--- src/rtl/midi_pkg.sv ---
// Shared types and constants for the MIDI receive path: receiver state
// encoding, status-byte classes and the channel-message length rule.
package midi_pkg;

  typedef enum logic [2:0] {
    RX_IDLE      = 3'd0,
    RX_START     = 3'd1,
    RX_DATA      = 3'd2,
    RX_STOP      = 3'd3,
    RX_WAIT_HIGH = 3'd4
  } rx_state_t;

  localparam logic [3:0] ST_NOTE_OFF = 4'h8;
  localparam logic [3:0] ST_NOTE_ON  = 4'h9;
  localparam logic [3:0] ST_PROG     = 4'hC;
  localparam logic [3:0] ST_CHPRESS  = 4'hD;
  localparam logic [7:0] RT_MIN      = 8'hF8;
  localparam logic [7:0] SYS_MIN     = 8'hF0;

  // Program change and channel pressure carry one data byte, every other
  // channel message carries two.
  function automatic logic [1:0] data_len(input logic [7:0] status);
    if (status[7:4] == ST_PROG || status[7:4] == ST_CHPRESS) begin
      return 2'd1;
    end
    return 2'd2;
  endfunction

endpackage

--- src/rtl/uart_byte_rx.sv ---
// 8N1 byte receiver: two-flop synchronizer, mid-bit sampling from a
// down-counter, framing-error detection and break suppression.
module uart_byte_rx
  import midi_pkg::*;
#(
  parameter int CLK_HZ = 100_000_000,
  parameter int BAUD   = 31_250
) (
  input  logic       clk_in,
  input  logic       rst_in,
  input  logic       rx_in,
  output logic [7:0] byte_out,
  output logic       byte_valid_out,
  output logic       frame_err_out,
  output rx_state_t  state_out
);

  localparam int CPB = CLK_HZ / BAUD;
  localparam int CW  = $clog2(CPB);
  localparam logic [CW-1:0] HALF_M1 = CW'(CPB / 2 - 1);
  localparam logic [CW-1:0] FULL_M1 = CW'(CPB - 1);

  localparam logic [2:0] S_IDLE      = RX_IDLE;
  localparam logic [2:0] S_START     = RX_START;
  localparam logic [2:0] S_DATA      = RX_DATA;
  localparam logic [2:0] S_STOP      = RX_STOP;
  localparam logic [2:0] S_WAIT_HIGH = RX_WAIT_HIGH;

  logic          sync1;
  logic          sync2;
  logic [2:0]    state;
  logic [CW-1:0] cnt;
  logic [2:0]    bit_idx;
  logic [7:0]    shreg;
  logic          tick;

  assign tick      = (cnt == '0);
  assign state_out = rx_state_t'(state);

  // Synchronizer resets to the idle line level so reset never fakes a start.
  always_ff @(posedge clk_in or negedge rst_in) begin
    if (!rst_in) begin
      sync1 <= 1'b1;
      sync2 <= 1'b1;
    end else begin
      sync1 <= rx_in;
      sync2 <= sync1;
    end
  end

  always_ff @(posedge clk_in or negedge rst_in) begin
    if (!rst_in) begin
      state          <= S_IDLE;
      cnt            <= '0;
      bit_idx        <= 3'd0;
      shreg          <= 8'h00;
      byte_out       <= 8'h00;
      byte_valid_out <= 1'b0;
      frame_err_out  <= 1'b0;
    end else begin
      byte_valid_out <= 1'b0;
      frame_err_out  <= 1'b0;
      case (state)
        S_IDLE: begin
          if (!sync2) begin
            cnt   <= HALF_M1;
            state <= S_START;
          end
        end
        S_START: begin
          if (tick) begin
            if (!sync2) begin
              cnt     <= FULL_M1;
              bit_idx <= 3'd0;
              state   <= S_DATA;
            end else begin
              state <= S_IDLE;
            end
          end else begin
            cnt <= cnt - 1'b1;
          end
        end
        S_DATA: begin
          if (tick) begin
            shreg <= {sync2, shreg[7:1]};
            cnt   <= FULL_M1;
            if (bit_idx == 3'd7) begin
              state <= S_STOP;
            end else begin
              bit_idx <= bit_idx + 3'd1;
            end
          end else begin
            cnt <= cnt - 1'b1;
          end
        end
        S_STOP: begin
          if (tick) begin
            if (sync2) begin
              byte_out       <= shreg;
              byte_valid_out <= 1'b1;
              state          <= S_IDLE;
            end else begin
              frame_err_out <= 1'b1;
              state         <= S_WAIT_HIGH;
            end
          end else begin
            cnt <= cnt - 1'b1;
          end
        end
        S_WAIT_HIGH: begin
          // A held break stays here, so it reports one error, not many.
          if (sync2) begin
            state <= S_IDLE;
          end
        end
        default: state <= S_IDLE;
      endcase
    end
  end

endmodule

--- src/rtl/midi_rx.sv ---
// MIDI input: byte receiver plus a channel-message parser with running
// status and real-time bytes passed through between data bytes.
module midi_rx
  import midi_pkg::*;
#(
  parameter int CLK_HZ = 100_000_000,
  parameter int BAUD   = 31_250
) (
  input  logic       clk_in,
  input  logic       rst_in,
  input  logic       rx_in,
  output logic [7:0] byte_out,
  output logic       byte_valid_out,
  output logic       frame_err_out,
  output logic       msg_valid_out,
  output logic [7:0] msg_status_out,
  output logic [6:0] msg_data1_out,
  output logic [6:0] msg_data2_out,
  output logic       busy_out
);

  // All *_valid_out / *_err_out outputs are single-cycle pulses with no
  // ready: a consumer must take the qualified data on the pulse cycle.
  // byte_out and the msg_* fields hold until the next pulse replaces them.

  rx_state_t  rx_state;
  logic [7:0] run_status;
  logic       run_valid;
  logic       data_cnt;
  logic [6:0] held_d1;

  uart_byte_rx #(
    .CLK_HZ (CLK_HZ),
    .BAUD   (BAUD)
  ) u_rx (
    .clk_in         (clk_in),
    .rst_in         (rst_in),
    .rx_in          (rx_in),
    .byte_out       (byte_out),
    .byte_valid_out (byte_valid_out),
    .frame_err_out  (frame_err_out),
    .state_out      (rx_state)
  );

  assign busy_out = (rx_state != RX_IDLE);

  always_ff @(posedge clk_in or negedge rst_in) begin
    if (!rst_in) begin
      msg_valid_out  <= 1'b0;
      msg_status_out <= 8'h00;
      msg_data1_out  <= 7'h00;
      msg_data2_out  <= 7'h00;
      run_status     <= 8'h00;
      run_valid      <= 1'b0;
      data_cnt       <= 1'b0;
      held_d1        <= 7'h00;
    end else begin
      msg_valid_out <= 1'b0;
      if (byte_valid_out) begin
        if (byte_out >= RT_MIN) begin
          // Real-time bytes leave running status and partial data intact.
          msg_valid_out  <= 1'b1;
          msg_status_out <= byte_out;
          msg_data1_out  <= 7'h00;
          msg_data2_out  <= 7'h00;
        end else if (byte_out >= SYS_MIN) begin
          run_status <= 8'h00;
          run_valid  <= 1'b0;
          data_cnt   <= 1'b0;
        end else if (byte_out[7]) begin
          run_status <= byte_out;
          run_valid  <= 1'b1;
          data_cnt   <= 1'b0;
        end else if (run_valid) begin
          if (data_len(run_status) == 2'd1) begin
            msg_valid_out  <= 1'b1;
            msg_status_out <= run_status;
            msg_data1_out  <= byte_out[6:0];
            msg_data2_out  <= 7'h00;
          end else if (!data_cnt) begin
            held_d1  <= byte_out[6:0];
            data_cnt <= 1'b1;
          end else begin
            msg_valid_out  <= 1'b1;
            msg_status_out <= run_status;
            msg_data1_out  <= held_d1;
            msg_data2_out  <= byte_out[6:0];
            data_cnt       <= 1'b0;
          end
        end
      end
    end
  end

endmodule
--- config.mk ---
export PLATFORM = sky130hd
export DESIGN_NAME = midi_rx
export DESIGN_NICKNAME = d
export VERILOG_FILES = /design/src/rtl/midi_pkg.sv /design/src/rtl/uart_byte_rx.sv /design/src/rtl/midi_rx.sv
export SDC_FILE = /design/constraint.sdc
export NUM_CORES = 1
export LEC_CHECK = 0
export ABC_AREA = 1
export CAP_MARGIN = 10
export CORE_UTILIZATION = 55
export CTS_CLUSTER_DIAMETER = 120
export CTS_CLUSTER_SIZE = 8
export DETAILED_ROUTE_END_ITERATION = 8
export PLACE_DENSITY = 0.77
export SLEW_MARGIN = 20
export SYNTH_ARGS = -nofsm -noshare
export SYNTH_HDL_FRONTEND = slang
export SYNTH_SLANG_ARGS = --single-unit
--- constraint.sdc ---
create_clock -name clk_in -period 2.1 [get_ports clk_in]
set_input_delay 0.42 -clock clk_in [delete_from_list [all_inputs] [get_ports clk_in]]
set_output_delay 0.42 -clock clk_in [all_outputs]
set_load 0.05 [all_outputs]
==> flow_metrics.tcl, run 1 <==
set metrics [dict create \
    critPathCaptureType "primary output" \
    startpoint_type "register" \
    synth_edf_count 0 \
    fillers 502 \
    ff2ff_path_depth 10 \
    crit_family "buffers and inverters" \
    clockRootBuffer "clkbuf_8" \
    die_x_um 83.4 \
    synth_top_area_share_pct 51.5 \
    grt_max_degree 44 \
    power_density_mw_per_mm2 622 \
    synth_top_area_cell "dfrtp_1" \
    p_seq_share_pct 55.7 \
    clkPwrFrac_pct 42.9 \
    p_int_w 0.00211 \
    final_util_pct 67.3 \
    clk_latency_ns 0.35 \
    final.period_utilization_pct 97.5 \
    place_congestion 0.930 \
    rsz0062_at_grt "false" \
    synth_seq_area_share_pct 53.0 \
    period_minus_slack_ns 2.05 \
    clk_pin_slew_worst_paths_ns 0.08 \
    cp.arrival_ns 1.63 \
    setup.worst_path.end "byte_out[4]" \
    dpl.hpwl_mm 5.31 \
    synth.most_common_cell "nand2_1" \
    p_comb_share_pct 1.4 \
    grt_antenna_before_repair 0 \
    synthTopCellsByCount "nand2_1, dfrtp_1, o21ai_0" \
    grt_pass1_wl_mm 13.2 \
    cts_tree "yes" \
    fin_area_sq_mm 0.00430 \
    cts.sinks 77 \
    std_cell_rows 29 \
    placed_area_sq_mm 0.00409 \
    track_usage_pct 24.0 \
    path_cells "clkdlybuf4s50_1" \
    synthesis.nets 446 \
    ys.flop_type "dfrtp_1" \
    slowest_delay_ns 0.84 \
    first_pass_iters 6 \
    required_ns 1.68 \
    setup_ws_ns 0.0530 \
    num_antenna_cells 0 \
    cts_buffers 9 \
    htree_levels 3 \
    r2r_start "u_rx.cnt[0]" \
    ant_nets 0 \
    synth_seq_cells 77 \
    worst_path_max_delay_cell "clkdlybuf4s50_1" \
    status "finished clean" \
    first_iter_violations 209 \
    multi_input_area_sq_mm 0.00150 \
    drive_gt1_share_pct 9.69 \
    clock.fmax_ghz 0.489 \
    p_leak_nw 2.07 \
    cap_violations 0 \
    clockBufferDepth 2 \
    r2r_setup_slack_ns 0.30 \
    ys_types 30 \
    tightest_slew_ns 0.530 \
    ir_worst_vdd_v 0.000403 \
    async_flop_share_pct 100 \
    synth-warning-count 0 \
    syn_to_final_growth_pct 17.9 \
    seq_area_sq_mm 0.00193 \
    hp-class "in -> async" \
    drc_errors 0 \
    syn_area_sq_mm 0.00364 \
    io_buffers 36 \
    initial_core_util_pct 57.1 \
    io_pins 37 \
    hold_buffers 0 \
    fin_skew_ns 0.00827 \
    grt_pass1_vias 2799 \
    ys_top_cells_by_area "dfrtp_1, nand2_1, o21ai_0" \
    timing.rr.end "u_rx.byte_out[4]" \
    finalNetCount 487 \
    critPathMaxFanout 5 \
    critical_path_class "reg -> out" \
    grt-ovfl-total 0 \
    viasPerCell 5.40 \
    avgRoutedWirePerCell_um 13.5 \
    power_switching_w 0.000562 \
    die_h_um 83.4 \
    dp_slack_ns 0.349 \
    crit_cells 1 \
    relSlewSlack_pct 64.6 \
    finalMaxSlewViolations 0 \
    hold_viol_final 0 \
    cp_num_buf_inv 1 \
    sw_frac_of_total_pct 21.1 \
    finalSetupViolCount 0 \
    num_vias 3036 \
    syn_inst 439 \
    core_area_sq_mm 0.00639 \
    crit_start "u_rx.byte_out[4]" \
    drt_wl_total_mm 7.57 \
    avgSynthCellArea_sq_um 8.30 \
    dieArea_sq_mm 0.00695 \
    tns_ns 0 \
]
-- how the worst min path moves through the flow --
stage | depth (start not counted) | endpoint | slack, ns | startpoint
6_report | 1 | msg_data2_out[4] | 0.01 | rst_in
2_1_floorplan | 0 | data_cnt | 0.12 | rst_in
3_5_place_dp | 0 | u_rx.sync2 | 0.36 | u_rx.sync1
3_3_place_gp | 0 | u_rx.sync2 | 0.35 | u_rx.sync1
5_1_grt | 1 | msg_data2_out[6] | 0.03 | rst_in
4_1_cts | 1 | msg_data2_out[4] | 0.02 | rst_in
-- per-stage QoR --
stage | total power (W) | instances | hold slack, ns
6_report | 0.00267 | 562 | 0.0103
5_1_grt | 0.00277 | 562 | 0.0257
4_1_cts | 0.00269 | 562 | 0.0229
3_5_place_dp | 0.00156 | 546 | 0.357
3_3_place_gp | 0.00156 | 546 | 0.347
2_1_floorplan | 0.00152 | 439 | 0.124
-- state kept, by name, indices dropped and copies added, names as in the netlist, 7 cells and up --
name	count
u_rx.cnt	12
msg_status_out	8
u_rx.byte_out	8
u_rx.shreg	8
held_d1	7
msg_data1_out	7
msg_data2_out	7
run_status	7
-- layout by cell type (no fill, tap or decap), types with 4 or more instances in the layout --
cell type,synthesis,final
nand3_1,25,25
ha_1,4,4
o21ai_0,39,39
o21ai_2,6,6
o211ai_1,10,10
buf_4,1,4
nor2_2,6,6
a21oi_1,5,5
inv_1,38,38
clkdlybuf4s50_1,0,30
nand2_1,146,146
nand2_2,5,5
nor2_1,33,33
o21ai_1,13,13
clkbuf_8,0,11
o22ai_1,4,4
dfrtp_1,75,75
-- cells by family (layout without fill, tap and decap cells) --
kind of cell,Yosys count,in the layout,synth area share [%]
AND/OR/NAND/NOR,228,228,26.9
AO/OA/AOI/OAI,78,78,12.3
flip-flops,77,77,53.0
buffers and inverters,49,95,5.77
adder cells (fa/ha/maj),4,4,1.37
XOR/XNOR,3,3,0.721
-- layer usage --
| layer | share of wire [%] | GRT usage (%) |
|---|---|---|
| met1 | 43 | 31.0 |
| met2 | 50 | 39.9 |
| met3 | 5.6 | 5.37 |
| met4 | 1.0 | 8.31 |
| met5 | 0 | 0 |
-- area by class of cell --
class | count | area share [%]
flip-flops and latches | 77 | 44.9
multi-input cells | 313 | 35.0
repair buffers | 40 | 9.70
clock buffers | 13 | 3.70
inverters | 39 | 3.41
well taps | 77 | 2.24
clock inverters | 3 | 1.02
-- power groups by stage --
| stage | clock network [W] | logic (W) | registers, W |
|---|---|---|---|
| 2_1_floorplan | 0 | 0.00000186 | 0.00152 |
| 3_3_place_gp | 0 | 0.0000396 | 0.00152 |
| 3_5_place_dp | 0 | 0.0000399 | 0.00152 |
| 4_1_cts | 0.00116 | 0.0000399 | 0.00149 |
| 5_1_grt | 0.00124 | 0.0000446 | 0.00149 |
| 6_report | 0.00115 | 0.0000375 | 0.00149 |
-- what timing repair did --
action,4_1_cts,5_1_grt
gates resized for setup,1,3
cloned,0,0
setup endpoints to repair,1,3
hold endpoints to repair,0,0
setup buffers,0,0
(Power assumes the default switching activity.)
==> run 2: changes to the inputs <==
==> constraint.sdc (replaced) <==
create_clock -name clk_in -period 2.1 [get_ports clk_in]
set_input_delay 0.21 -clock clk_in [delete_from_list [all_inputs] [get_ports clk_in]]
set_output_delay 0.21 -clock clk_in [all_outputs]
set_load 0.05 [all_outputs]
==> flow_metrics.tcl, run 2 (synthesis gave the netlist of run 1 again) <==
set metrics [dict create \
    status "finished clean" \
    clk_latency_ns 0.35 \
    die_h_um 83.4 \
    cts_tree "yes" \
    clock.fmax_ghz 0.520 \
    largest_register "u_rx.cnt" \
    finalMaxSlewViolations 0 \
    seq_area_sq_mm 0.00193 \
    grt_pass1_vias 2850 \
    critical_path_class "reg -> out" \
    hold_viol_final 0 \
    io_pins 37 \
    initial_core_util_pct 57.1 \
    power_density_mw_per_mm2 685 \
    track_usage_pct 24.0 \
    clockRootBuffer "clkbuf_8" \
    post_cts_buffers 0 \
    multi_input_area_sq_mm 0.00150 \
    ir_worst_vdd_v 0.000524 \
    final_cell_mix "nand2_1, dfrtp_1, o21ai_0" \
    relSlewSlack_pct 64.8 \
    viasPerCell 5.30 \
    clk_pin_slew_worst_paths_ns 0.08 \
    cap_violations 0 \
    largest_reg_flops 12 \
    crit_family "buffers and inverters" \
    drive_gt1_share_pct 10.2 \
    slowest_delay_ns 0.82 \
    syn_to_final_growth_pct 20.0 \
    layout_commonest_cell "nand2_1" \
    tightest_slew_ns 0.527 \
    grt-ovfl-total 0 \
    grt_max_degree 41 \
    tns_ns 0 \
    path_cells "buf_4 -> clkdlybuf4s50_1" \
    dpl.hpwl_mm 5.31 \
    required_ns 1.89 \
    worst_path_max_delay_cell "clkdlybuf4s50_1" \
    drt_wl_total_mm 7.50 \
    fin_skew_ns 0.00832 \
    p_leak_nw 2.05 \
    finalSetupViolCount 0 \
    cp_num_buf_inv 2 \
    core_area_sq_mm 0.00639 \
    rsz0062_at_grt "false" \
    final.period_utilization_pct 91.7 \
    hp-class "in -> reg" \
    num_vias 2999 \
    first_pass_iters 5 \
    die_x_um 83.4 \
    critPathCaptureType "primary output" \
    period_minus_slack_ns 1.92 \
    grt_pass1_wl_mm 13.1 \
    io_buffers 36 \
    fillers 514 \
    startpoint_type "register" \
    clockBufferDepth 2 \
    cp.arrival_ns 1.71 \
    place_congestion 0.888 \
    final_util_pct 68.5 \
    finalNetCount 491 \
    avgRoutedWirePerCell_um 13.2 \
    std_cell_rows 29 \
    htree_levels 3 \
    cts_buffers 9 \
    grt_antenna_before_repair 0 \
    critPathMaxFanout 4 \
    num_antenna_cells 0 \
    first_iter_violations 221 \
    drc_errors 0 \
    ant_nets 0 \
    dieArea_sq_mm 0.00695 \
    cts.sinks 77 \
]
-- run 2: cell count changes in the layout (fill, tap and decap cells not counted), sizes merged, moves of 2 or more --
cell / previous run / this run
buf: 6 / 8
bufinv: 1 / 4
clkbuf: 13 / 10
clkdlybuf4s50: 30 / 34
dlymetal6s2s: 3 / 1
-- run 2: cell type report --
class	count	share of cell area, %
Multi-Input combinational cell	313	34.4
Clock buffer	10	2.92
Tap cell	77	2.20
Sequential cell	77	44.1
Timing Repair Buffer	44	9.96
Inverter	39	3.35
Clock inverter	6	3.06
-- run 2: what timing repair did --
action | 4_1_cts | 5_1_grt
hold buffers | 1 | 0
endpoints found under the setup margin | 0 | 1
hold endpoints to repair | 38 | 0
gates resized for setup | 0 | 1
-- run 2: per-stage QoR --
step | total power [W] | worst slack, ns | cells | hold slack [ns] | area [sq um]
global route | 0.00309 | 0.147 | 566 | 0.259 | 4370
floorplan | 0.00152 | 0.296 | 439 | -0.0856 | 3640
global placement | 0.00156 | 0.420 | 549 | 0.219 | 4100
finish | 0.00299 | 0.175 | 566 | 0.256 | 4370
CTS | 0.00302 | 0.0129 | 566 | 0.248 | 4370
detailed placement | 0.00156 | 0.366 | 549 | 0.219 | 4100
-- run 2: path summary, 6_finish.rpt --
kind | from | endpoint | slack (ns) | cells after the start
worst max-delay path | u_rx.byte_out[6] | byte_out[6] | 0.18 | 2
worst min-delay path | rx_in | u_rx.sync1 | 0.26 | 1
worst max register to register | u_rx.cnt[0] | u_rx.shreg[0] | 0.33 | 6
worst min register to register | u_rx.sync1 | u_rx.sync2 | 0.36 | 0
max in group asynchronous | rst_in | u_rx.sync2 | 1.13 | 3
min in group asynchronous | rst_in | msg_data2_out[6] | 0.37 | 2
-- run 2: per-layer routing --
layer / vias up / part of all wire [%] / GRT usage, %
met4: 0 / 2.0 / 11.0
li1: 1512 / - / -
met2: 76 / 49 / 40.5
met1: 1398 / 45 / 30.2
met5: - / 0 / 0
met3: 13 / 4.1 / 4.17
-- run 2: report_power, final --
group | total (W) | switching, W | internal [W]
registers | 0.00149 | 0.00000147 | 0.00148
logic | 0.0000400 | 0.0000306 | 0.00000940
clock network | 0.00147 | 0.000555 | 0.000913
total | 0.00299 | 0.000587 | 0.00241
